==> config.mk <==
export PLATFORM = sky130hd
export DESIGN_NAME = muldiv_unit
export DESIGN_NICKNAME = d
export VERILOG_FILES = /design/src/rtl/muldiv_unit.sv
export SDC_FILE = /design/constraint.sdc
export NUM_CORES = 1
export LEC_CHECK = 0
export CAP_MARGIN = 15
export CORE_ASPECT_RATIO = 2
export CORE_UTILIZATION = 30
export DETAILED_ROUTE_END_ITERATION = 10
export HOLD_SLACK_MARGIN = 0.1
export MAX_ROUTING_LAYER = met4
export PLACE_DENSITY = 0.43
export SETUP_SLACK_MARGIN = 0.2
export SLEW_MARGIN = 40
export SYNTH_ARGS = -nofsm -noshare
export SYNTH_HDL_FRONTEND = slang
export SYNTH_SLANG_ARGS = --single-unit
==> constraint.sdc <==
create_clock -name clk_i -period 4.6 [get_ports clk_i]
set_clock_uncertainty 0.1 [all_clocks]
set_input_delay 1.38 -clock clk_i [delete_from_list [all_inputs] [get_ports clk_i]]
set_output_delay 1.38 -clock clk_i [all_outputs]
set_load 0.03 [all_outputs]
==> src/rtl/muldiv_unit.sv <==
// Iterative multiply/divide unit for the execute stage. It owns the HI/LO registers.
// Multiply uses shift-add and divide uses restoring shift-subtract, both on operand
// magnitudes over WIDTH cycles. A final fixup cycle applies the sign correction and
// writes HI/LO.
module muldiv_unit #(
   parameter int unsigned WIDTH = 32
) (
   input  logic             clk_i,
   input  logic             rst_ni,
   input  logic             start_i,
   input  logic [4:0]       alucontrol_i,
   input  logic [WIDTH-1:0] srca_i,
   input  logic [WIDTH-1:0] srcb_i,
   input  logic             mthi_i,
   input  logic             mtlo_i,
   output logic [WIDTH-1:0] hi_o,
   output logic [WIDTH-1:0] lo_o,
   output logic             busy_o,
   output logic             done_o
);

   localparam int unsigned CntW = $clog2(WIDTH);
   localparam logic [CntW-1:0] LastIter = CntW'(WIDTH - 1);

   localparam logic [4:0] OpMult  = 5'b10011;
   localparam logic [4:0] OpMultu = 5'b10101;
   localparam logic [4:0] OpDiv   = 5'b10110;
   localparam logic [4:0] OpDivu  = 5'b10111;

   typedef enum logic [1:0] {StIdle, StRun, StFixup} state_e;

   state_e           state_q;
   logic [CntW-1:0]  count_q;
   logic             is_div_q;
   logic             neg_q;      // negate product / quotient
   logic             rem_neg_q;  // remainder takes the dividend sign
   logic             div0_q;
   logic [WIDTH-1:0] b_q;        // multiplicand (mult) or divisor (div) magnitude
   logic [WIDTH-1:0] acc_hi_q;   // product high half / partial remainder
   logic [WIDTH-1:0] acc_lo_q;   // multiplier bits / dividend bits -> quotient
   logic [WIDTH-1:0] hi_q;
   logic [WIDTH-1:0] lo_q;
   logic             busy_q;
   logic             done_q;

   logic             is_mdop;
   logic             op_signed;
   logic             op_div;
   logic [WIDTH-1:0] mag_a;
   logic [WIDTH-1:0] mag_b;

   // Decode the operation code and form operand magnitudes for the accept edge
   always_comb begin
      is_mdop   = 1'b0;
      op_signed = 1'b0;
      op_div    = 1'b0;
      case (alucontrol_i)
         OpMult: begin
            is_mdop   = 1'b1;
            op_signed = 1'b1;
         end
         OpMultu: begin
            is_mdop   = 1'b1;
         end
         OpDiv: begin
            is_mdop   = 1'b1;
            op_signed = 1'b1;
            op_div    = 1'b1;
         end
         OpDivu: begin
            is_mdop   = 1'b1;
            op_div    = 1'b1;
         end
         default: ;
      endcase
      mag_a = (op_signed && srca_i[WIDTH-1]) ? -srca_i : srca_i;
      mag_b = (op_signed && srcb_i[WIDTH-1]) ? -srcb_i : srcb_i;
   end

   logic [WIDTH:0]   add_sum;
   logic [WIDTH:0]   shift_rem;
   logic [WIDTH:0]   sub_diff;
   logic [WIDTH-1:0] step_hi;
   logic [WIDTH-1:0] step_lo;

   // One iteration of shift-add multiply or restoring divide
   always_comb begin
      add_sum   = {1'b0, acc_hi_q} + {1'b0, b_q};
      shift_rem = {acc_hi_q, acc_lo_q[WIDTH-1]};
      sub_diff  = shift_rem - {1'b0, b_q};
      if (is_div_q) begin
         // MSB of the difference doubles as the borrow: set means divisor did not fit
         if (!sub_diff[WIDTH]) begin
            step_hi = sub_diff[WIDTH-1:0];
            step_lo = {acc_lo_q[WIDTH-2:0], 1'b1};
         end else begin
            step_hi = shift_rem[WIDTH-1:0];
            step_lo = {acc_lo_q[WIDTH-2:0], 1'b0};
         end
      end else if (acc_lo_q[0]) begin
         {step_hi, step_lo} = {add_sum, acc_lo_q[WIDTH-1:1]};
      end else begin
         {step_hi, step_lo} = {1'b0, acc_hi_q, acc_lo_q[WIDTH-1:1]};
      end
   end

   logic [2*WIDTH-1:0] prod;
   logic [2*WIDTH-1:0] prod_fix;
   logic [WIDTH-1:0]   quot_fix;
   logic [WIDTH-1:0]   rem_fix;
   logic [WIDTH-1:0]   res_hi;
   logic [WIDTH-1:0]   res_lo;

   // Sign correction of the magnitude result. On divide by zero the remainder path
   // already reproduces srca, so only the quotient needs forcing.
   always_comb begin
      prod     = {acc_hi_q, acc_lo_q};
      prod_fix = neg_q ? -prod : prod;
      quot_fix = div0_q ? '1 : (neg_q ? -acc_lo_q : acc_lo_q);
      rem_fix  = rem_neg_q ? -acc_hi_q : acc_hi_q;
      if (is_div_q) begin
         res_hi = rem_fix;
         res_lo = quot_fix;
      end else begin
         {res_hi, res_lo} = prod_fix;
      end
   end

   // Control FSM, datapath registers and HI/LO, with registered busy/done
   always_ff @(posedge clk_i or negedge rst_ni) begin
      if (!rst_ni) begin
         state_q   <= StIdle;
         count_q   <= '0;
         is_div_q  <= 1'b0;
         neg_q     <= 1'b0;
         rem_neg_q <= 1'b0;
         div0_q    <= 1'b0;
         b_q       <= '0;
         acc_hi_q  <= '0;
         acc_lo_q  <= '0;
         hi_q      <= '0;
         lo_q      <= '0;
         busy_q    <= 1'b0;
         done_q    <= 1'b0;
      end else begin
         case (state_q)
            StIdle: begin
               if (mthi_i) hi_q <= srca_i;
               if (mtlo_i) lo_q <= srca_i;
               if (start_i && is_mdop) begin
                  state_q   <= StRun;
                  busy_q    <= 1'b1;
                  count_q   <= '0;
                  is_div_q  <= op_div;
                  neg_q     <= op_signed & (srca_i[WIDTH-1] ^ srcb_i[WIDTH-1]);
                  rem_neg_q <= op_signed & srca_i[WIDTH-1];
                  div0_q    <= op_div && (srcb_i == '0);
                  b_q       <= op_div ? mag_b : mag_a;
                  acc_hi_q  <= '0;
                  acc_lo_q  <= op_div ? mag_a : mag_b;
               end
            end
            StRun: begin
               acc_hi_q <= step_hi;
               acc_lo_q <= step_lo;
               count_q  <= count_q + 1'b1;
               if (count_q == LastIter) begin
                  state_q <= StFixup;
                  done_q  <= 1'b1;
               end
            end
            StFixup: begin
               hi_q    <= res_hi;
               lo_q    <= res_lo;
               done_q  <= 1'b0;
               busy_q  <= 1'b0;
               state_q <= StIdle;
            end
            default: begin
               state_q <= StIdle;
               busy_q  <= 1'b0;
               done_q  <= 1'b0;
            end
         endcase
      end
   end

   assign hi_o   = hi_q;
   assign lo_o   = lo_q;
   assign busy_o = busy_q;
   assign done_o = done_q;

endmodule
==> out/results.tsv, run 1 <==
stage	metric	value	unit
cts	cts_buffers	17	
detailed_routing	drc_errors	0	
setup_path	critPathSlowestCell	dfrtp_1	
yosys	yosysSeqAreaShare	28.4	%
yosys	syn_area_per_cell	7.88	sq um
final_layout	syn2layout_area_growth	22.3	%
die	die_w	161	um
die	coreArea	0.0501	sq mm
setup_path	cp_data_arrival_time	4.46	ns
min_path	hp-class	register to register	
cts	post-cts-setup-buffers	0	
cts	clockRootBuffer	clkbuf_16	
final_layout	antennaDiodeCount	0	
die	die_area	0.0518	sq mm
final_layout	final_common_cell	nand2_1	
yosys	synthTopCellsByArea	dfrtp_1 (28%), o21ai_0 (6.3%), xnor2_1 (6.1%)	
cts	cts_resized	0	
setup_path	crit_required	4.88	ns
timing	hold_viol_final	0	
detailed_routing	initialDrtViolationCount	783	
global_routing	grt_pass1_vias	16095	
timing	finalSetupViolCount	0	
cts	clock_latency	0.47	ns
run_status	outcome	completed	
final_layout	nets	2231	
final_layout	drive_gt1_share	9.68	%
yosys	synth_edf_count	0	
timing	finalCritPeriodShare	90.9	%
detailed_routing	vias	15428	
global_routing	antenna_found_initial	0	
placed_design	dpl.hpwl	57500	um
placed_design	globalplace.congestion	0.980	
power	leakage	7.70	nW
setup_path	path_cells	inv_1, fa_1, nand2b_1, a21oi_1, buf_4, o21ai_1, nand3_1, a31oi_1, o31ai_1, buf_4, xor2_4, buf_12, mux2_2, o221ai_1	
cts	postCtsHoldBufs	0	
timing	rsz0062_at_grt	false	
timing	worstMarginPinSlew	0.796	ns
die	initial_utilization	30.4	%
setup_path	cp_slowest_stage_delay	0.58	ns
yosys	synth_warnings	0	
detailed_routing	wirelength	71700	um
yosys	yosysTopAreaCellShare	28.4	%
setup_path	cp-start-kind	register	
timing	relSlewSlack	46.4	%
setup_path	crit_top_cell	buf_4	
timing	worst_slack	0.419	ns
placed_design	place_area	0.0180	sq mm
global_routing	grt_usage	28.7	%
yosys	yosysTopAreaCell	dfrtp_1	
cts	cts_max_path_buffers	2	
setup_path	critPathBufInv	4	
global_routing	grt_pass1_wl	105000	um
cts	clock-sinks	173	
detailed_routing	avgViaCountPerCell	5.62	
cts	cts_max_level	4	
placed_design	portBuffers	139	
job	max_cap_violations	0	
power	ir_drop	0.423	mV
die	rows	116	
yosys	synthFlopType	dfrtp_1	
yosys	netlist_area	0.0152	sq mm
global_routing	grt_max_degree	66	
power	p_per_area	816	mW/mm^2
cts	path_clk_slew	0.08	ns
cts	cts_tree	yes	
global_routing	gr-total-overflow	0	
yosys	netlist_instances	1935	
timing	drv_slew	0	
yosys	syn_nets	2081	
detailed_routing	drtPass1Iterations	5	
setup_path	critPathKind	register to register	
setup_path	cp-end-kind	register	
detailed_routing	post_drt_wl_per_cell	26.1	um
setup_path	critPathTopFamily	compound AO/OA/AOI/OAI gates	
die	die_h	321	um
setup_path	path_max_fanout	25	
yosys	synth_cell_types	81	
final_layout	final_cell_mix	nand2_1 (214), o21ai_0 (192), a21oi_1 (175)	
yosys	synth_seq_cells	173	
yosys	synthArstFlopShare	100	%
timing	max_freq	0.239	GHz
timing	fin_crit	4.18	ns
final_layout	finalInstanceArea	0.0186	sq mm
placed_design	preCtsSetupSlack	0.0196	ns
detailed_routing	ant_nets	0	
die	io_pins	140	
-- cell usage after synthesis (all sizes together) (44+ instances only) --
library cell and n:
a211oi 52, a21oi 175, clkbuf 113, dfrtp 173, ha 70, inv 60
mux2i 72, nand2 214, nor2 147, nor3 44, o21ai 198, xnor2 107
xor2 61
-- path summary, 6_finish.rpt --
kind,start,end,slack [ns],depth (start not counted)
setup / recovery,acc_hi_q[0]$_DFFE_PN0P_,acc_hi_q[1]$_DFFE_PN0P_,0.42,14
min in group asynchronous,rst_ni,lo_o[24]$_DFFE_PN0P_,0.80,1
hold reg to reg,lo_o[19]$_DFFE_PN0P_,lo_o[19]$_DFFE_PN0P_,0.39,2
hold / removal,lo_o[19]$_DFFE_PN0P_,lo_o[19]$_DFFE_PN0P_,0.39,2
max in group asynchronous,rst_ni,b_q[7]$_DFFE_PN0P_,2.70,2
setup reg to reg,acc_hi_q[0]$_DFFE_PN0P_,acc_hi_q[1]$_DFFE_PN0P_,0.42,14
-- stage by stage --
stage / std cells / total power [mW] / utilization, % / TNS (ns) / hold slack (ns)
after floorplan: 1935 / 9.78 / - / 0 / 0.365
after global placement: 2715 / 13.4 / 35.9 / -0.00610 / 0.371
after detailed placement: 2715 / 13.5 / 35.9 / 0 / 0.373
after CTS: 2747 / 15.3 / 37.2 / 0 / 0.393
after global routing: 2747 / 16.3 / 37.2 / 0 / 0.420
final: 2747 / 15.2 / 37.2 / 0 / 0.390
-- worst reg2reg max path: stages (launching register included) --
cell,delay [ns]
dfrtp_1,0.58
inv_1,0.17
fa_1,0.47
nand2b_1,0.19
a21oi_1,0.15
buf_4,0.15
o21ai_1,0.18
nand3_1,0.26
a31oi_1,0.23
o31ai_1,0.40
buf_4,0.22
xor2_4,0.18
buf_12,0.22
mux2_2,0.41
o221ai_1,0.19
-- cell families after synthesis --
kind of cell,synth area share (%)
fa+ha+maj,6.08
simple gates,19.1
compound gates,26.5
mux,5.39
buf+inv,4.82
xor+xnor,9.66
flops,28.4
-- layer usage --
| metal | global-route usage, % | share of wire, % | vias up |
|---|---|---|---|
| met4 | 19.0 | 7.4 | 0 |
| li1 | - | - | 7354 |
| met5 | - | 0 | - |
| met1 | 27.0 | 34 | 7482 |
| met3 | 3.06 | 2.8 | 167 |
| met2 | 54.3 | 55 | 425 |
-- flip-flops by register name (all words and copies together) (netlist names) --
register and flops:
acc_hi_q 32, acc_lo_q 32, b_q 32, busy_o 1, count_q 5, div0_q 1
done_o 1, hi_o 32, is_div_q 1, lo_o 32, neg_q 1, rem_neg_q 1
state_q 2
-- area by class of cell --
cell class | count | area, sq um
clock buffers | 17 | 425
clock inverters | 15 | 225
fillers | 5303 | 31400
inverters | 60 | 225
multi-input cells | 1570 | 10200
flip-flops and latches | 173 | 4330
well taps | 649 | 812
repair buffers | 263 | 2390
-- power by group --
part / internal, mW / switching [mW]
Sequential: 2.24 / 0.988
Clock: 0.930 / 0.760
Combinational: 4.26 / 6.04
No activity file was read; power rests on OpenSTA's default activity.
==> inputs of run 2 (changes only) <==
SLEW_MARGIN = 10   (was 40)
==> results of run 2 <==
Final layout, timing and power as in run 1 (identical DEF).
==> inputs of run 3 (changes only) <==
ABC_AREA = 1   (was unset)
==> run 3 against run 2 <==
Net effect: maximum frequency up 15%; critical path depth is 2 lower; via count grew 41%; synthesized cell count is 60% higher; non-clock buffer count decreased by 63; area after synthesis rose by 19%; worst hold slack lost 0.0017 ns; flip-flop and latch count unchanged; largest power group unchanged; highest routed layer unchanged.
==> out/results.tsv, run 3 <==
stage	metric	value	unit	change
setup_path	crit_required	4.93	ns	+0.05 ns
yosys	synth_warnings	0		unchanged
timing	finalSetupViolCount	0		unchanged
global_routing	grt_pass1_wl	155000	um	+48%
cts	cts_tree	yes		
power	p_per_area	820	mW/mm^2	+0.51%
detailed_routing	drtPass1Iterations	5		unchanged
yosys	netlist_area	0.0181	sq mm	+19%
die	io_pins	140		unchanged
yosys	yosysTopAreaCell	dfrtp_1		
die	rows	127		+9.5%
cts	cts_max_level	4		unchanged
setup_path	path_max_fanout	5		-80%
global_routing	gr-total-overflow	0		unchanged
cts	clock-sinks	173		unchanged
detailed_routing	drc_errors	0		unchanged
final_layout	drive_gt1_share	4.50	%	-5.2 points
cts	postCtsHoldBufs	0		unchanged
die	initial_utilization	30.3	%	-0.16 points
final_layout	fin_util	35.3	%	-1.9 points
setup_path	cp_data_arrival_time	3.97	ns	-0.49 ns
yosys	synth_cell_types	54		-33%
final_layout	final_common_cell	nand2_1		
power	ir_drop	0.598	mV	+41%
cts	cts_buffers	17		unchanged
detailed_routing	ant_nets	0		unchanged
timing	rsz0062_at_grt	false		
global_routing	grt_max_degree	83		+26%
final_layout	finalInstanceArea	0.0211	sq mm	+13%
timing	worstMarginPinSlew	0.887	ns	+0.0911 ns
power	p_sw_share	61.1	%	+10 points
cts	cts_resized	0		unchanged
final_layout	antennaDiodeCount	0		unchanged
yosys	synth_edf_count	0		unchanged
global_routing	antenna_found_initial	0		unchanged
yosys	yosysTopAreaCellShare	23.9	%	-4.5 points
final_layout	syn2layout_area_growth	16.7	%	
yosys	syn_nets	3245		+56%
cts	cts_max_path_buffers	2		unchanged
final_layout	fillCellCount	6822		+29%
cts	clock_latency	0.50	ns	+0.03 ns
die	die_area	0.0613	sq mm	+19%
placed_design	portBuffers	139		unchanged
power	p_int	6.73	mW	-9.4%
power	p_sw	10.6	mW	+36%
timing	relSlewSlack	40.7	%	-5.7 points
setup_path	worstRegToRegCells	10		-4
placed_design	dpl.hpwl	92100	um	+60%
die	die_h	349	um	+8.9%
global_routing	grt_usage	37.3	%	+8.5 points
power	leakage	10.1	nW	+32%
run_status	outcome	completed		
detailed_routing	post_drt_wl_per_cell	27.7	um	+6.2%
job	max_cap_violations	0		unchanged
power	power_frac_clock	8.9	%	-2.2 points
detailed_routing	avgViaCountPerCell	5.44		-3.2%
cts	post-cts-setup-buffers	0		unchanged
final_layout	nets	3353		+50%
min_path	hp-class	register to register		
yosys	synth_common_cells	nand2_1 (875), nor2_1 (447), inv_1 (365)		
final_layout	final_cell_mix	nand2_1 (875), nor2_1 (444), inv_1 (364)		
setup_path	critPathKind	input port to register		
final_layout	finalNonFillerCells	3994		+45%
timing	fin_crit	3.64	ns	-0.542 ns
setup_path	cp-end-kind	register		
yosys	synthTopCellsByArea	dfrtp_1 (24%), nand2_1 (18%), nor2_1 (9.3%)		
die	die_w	176	um	+8.8%
placed_design	place_area	0.0205	sq mm	+14%
die	coreArea	0.0597	sq mm	+19%
min_path	hold_depth	2		unchanged
placed_design	globalplace.congestion	1.01		+2.8%
timing	drv_slew	0		unchanged
yosys	synthFlopType	dfrtp_1		
setup_path	cp-start-kind	input port		
yosys	synthArstFlopShare	100	%	unchanged
timing	finalCritPeriodShare	79.1	%	-12 points
cts	path_clk_slew	0.08	ns	about the same
detailed_routing	wirelength	111000	um	+54%
detailed_routing	vias	21722		+41%
power	combinationalPowerShare	72.1	%	+4.4 points
cts	clockRootBuffer	clkbuf_16		
timing	fin_setup_tns	0	ns	unchanged
yosys	yosysSeqAreaShare	23.9	%	-4.5 points
global_routing	grt_pass1_vias	21992		+37%
yosys	synth_seq_cells	173		unchanged
timing	max_freq	0.275	GHz	+15%
timing	hold_viol_final	0		unchanged
yosys	syn_area_per_cell	5.84	sq um	-26%
power	p_seq_share	19.0	%	-2.2 points
placed_design	dp.cells	3962		+46%
detailed_routing	initialDrtViolationCount	1806		+130%
yosys	synth.most_common_cell	nand2_1		
yosys	netlist_instances	3099		+60%
## run 3: changes by cell type after synthesis, sizes merged, moves of 38 or more
cell,before,now
nand4,10,48
a211oi,52,0
mux2i,72,0
nand2,214,882
nand3,26,313
xnor2,107,10
nor2,147,453
a21oi,175,258
inv,60,382
## run 3: cell families after synthesis
group	count (synthesis)	share of synthesized area, %
AO/OA/AOI/OAI	519	15.9
XOR/XNOR	71	3.44
adder cells (fa/ha/maj)	72	5.06
buffers and inverters	495	10.6
flip-flops	173	23.9
AND/OR/NAND/NOR	1769	41.1
## run 3: metrics by stage
| stage | total power, mW | setup WS [ns] | hold WS [ns] |
|---|---|---|---|
| after floorplan | 10.4 | 1.66 | 0.364 |
| after CTS | 17.2 | 0.972 | 0.392 |
| after global routing | 18.4 | 0.729 | 0.423 |
| after global placement | 15.6 | 0.410 | 0.367 |
| final | 17.3 | 0.961 | 0.388 |
| after detailed placement | 15.6 | 0.460 | 0.364 |
## run 3: worst paths after layout
check	slack, ns	startpoint	to
worst max-delay path	0.96	srcb_i[0]	acc_lo_q[31]$_DFFE_PN0P_
worst min-delay path	0.39	lo_o[14]$_DFFE_PN0P_	lo_o[14]$_DFFE_PN0P_
worst max register to register	1.09	b_q[5]$_DFFE_PN0P_	acc_hi_q[13]$_DFFE_PN0P_
worst min register to register	0.39	lo_o[14]$_DFFE_PN0P_	lo_o[14]$_DFFE_PN0P_
max in group asynchronous	2.53	rst_ni	is_div_q$_DFFE_PN0P_
min in group asynchronous	0.82	rst_ni	lo_o[13]$_DFFE_PN0P_
## run 3: power groups by stage
stage,clock (mW),combinational (mW),sequential [mW]
final,1.55,12.5,3.29
after detailed placement,0,12.3,3.29
after global placement,0,12.3,3.30
after global routing,1.60,13.4,3.33
after CTS,1.56,12.4,3.27
after floorplan,0,7.02,3.35
## run 3: cell type report
cell class / instances / area [sq um] / share of cell area, %
Clock buffer: 19 / 433 / 2.05
Clock inverter: 13 / 154 / 0.729
Inverter: 384 / 1450 / 6.85
Multi-Input combinational cell: 2431 / 11900 / 56.2
Sequential cell: 173 / 4330 / 20.5
Tap cell: 774 / 968 / 4.59
Timing Repair Buffer: 200 / 1900 / 9.01
## run 3: worst max-delay path, stage by stage
cell and delay [ns]:
clkdlybuf4s50_1 0.45, inv_1 0.16, nand3_1 0.16, nor3_2 0.32, nand2_1 0.32, inv_2 0.14
nand3_1 0.19, o21ai_1 0.31, nand3_1 0.12, nand2_1 0.08, nand2_1 0.14, a21oi_1 0.20
## run 3: layer usage
layer	global-route usage [%]	vias up	part of all wire, %	wire length [um]
li1	-	10289	-	-
met1	32.7	10347	32	36000
met2	67.6	737	52	58100
met3	3.92	349	3.5	3850
met4	36.8	0	12	12800
met5	-	-	0	0
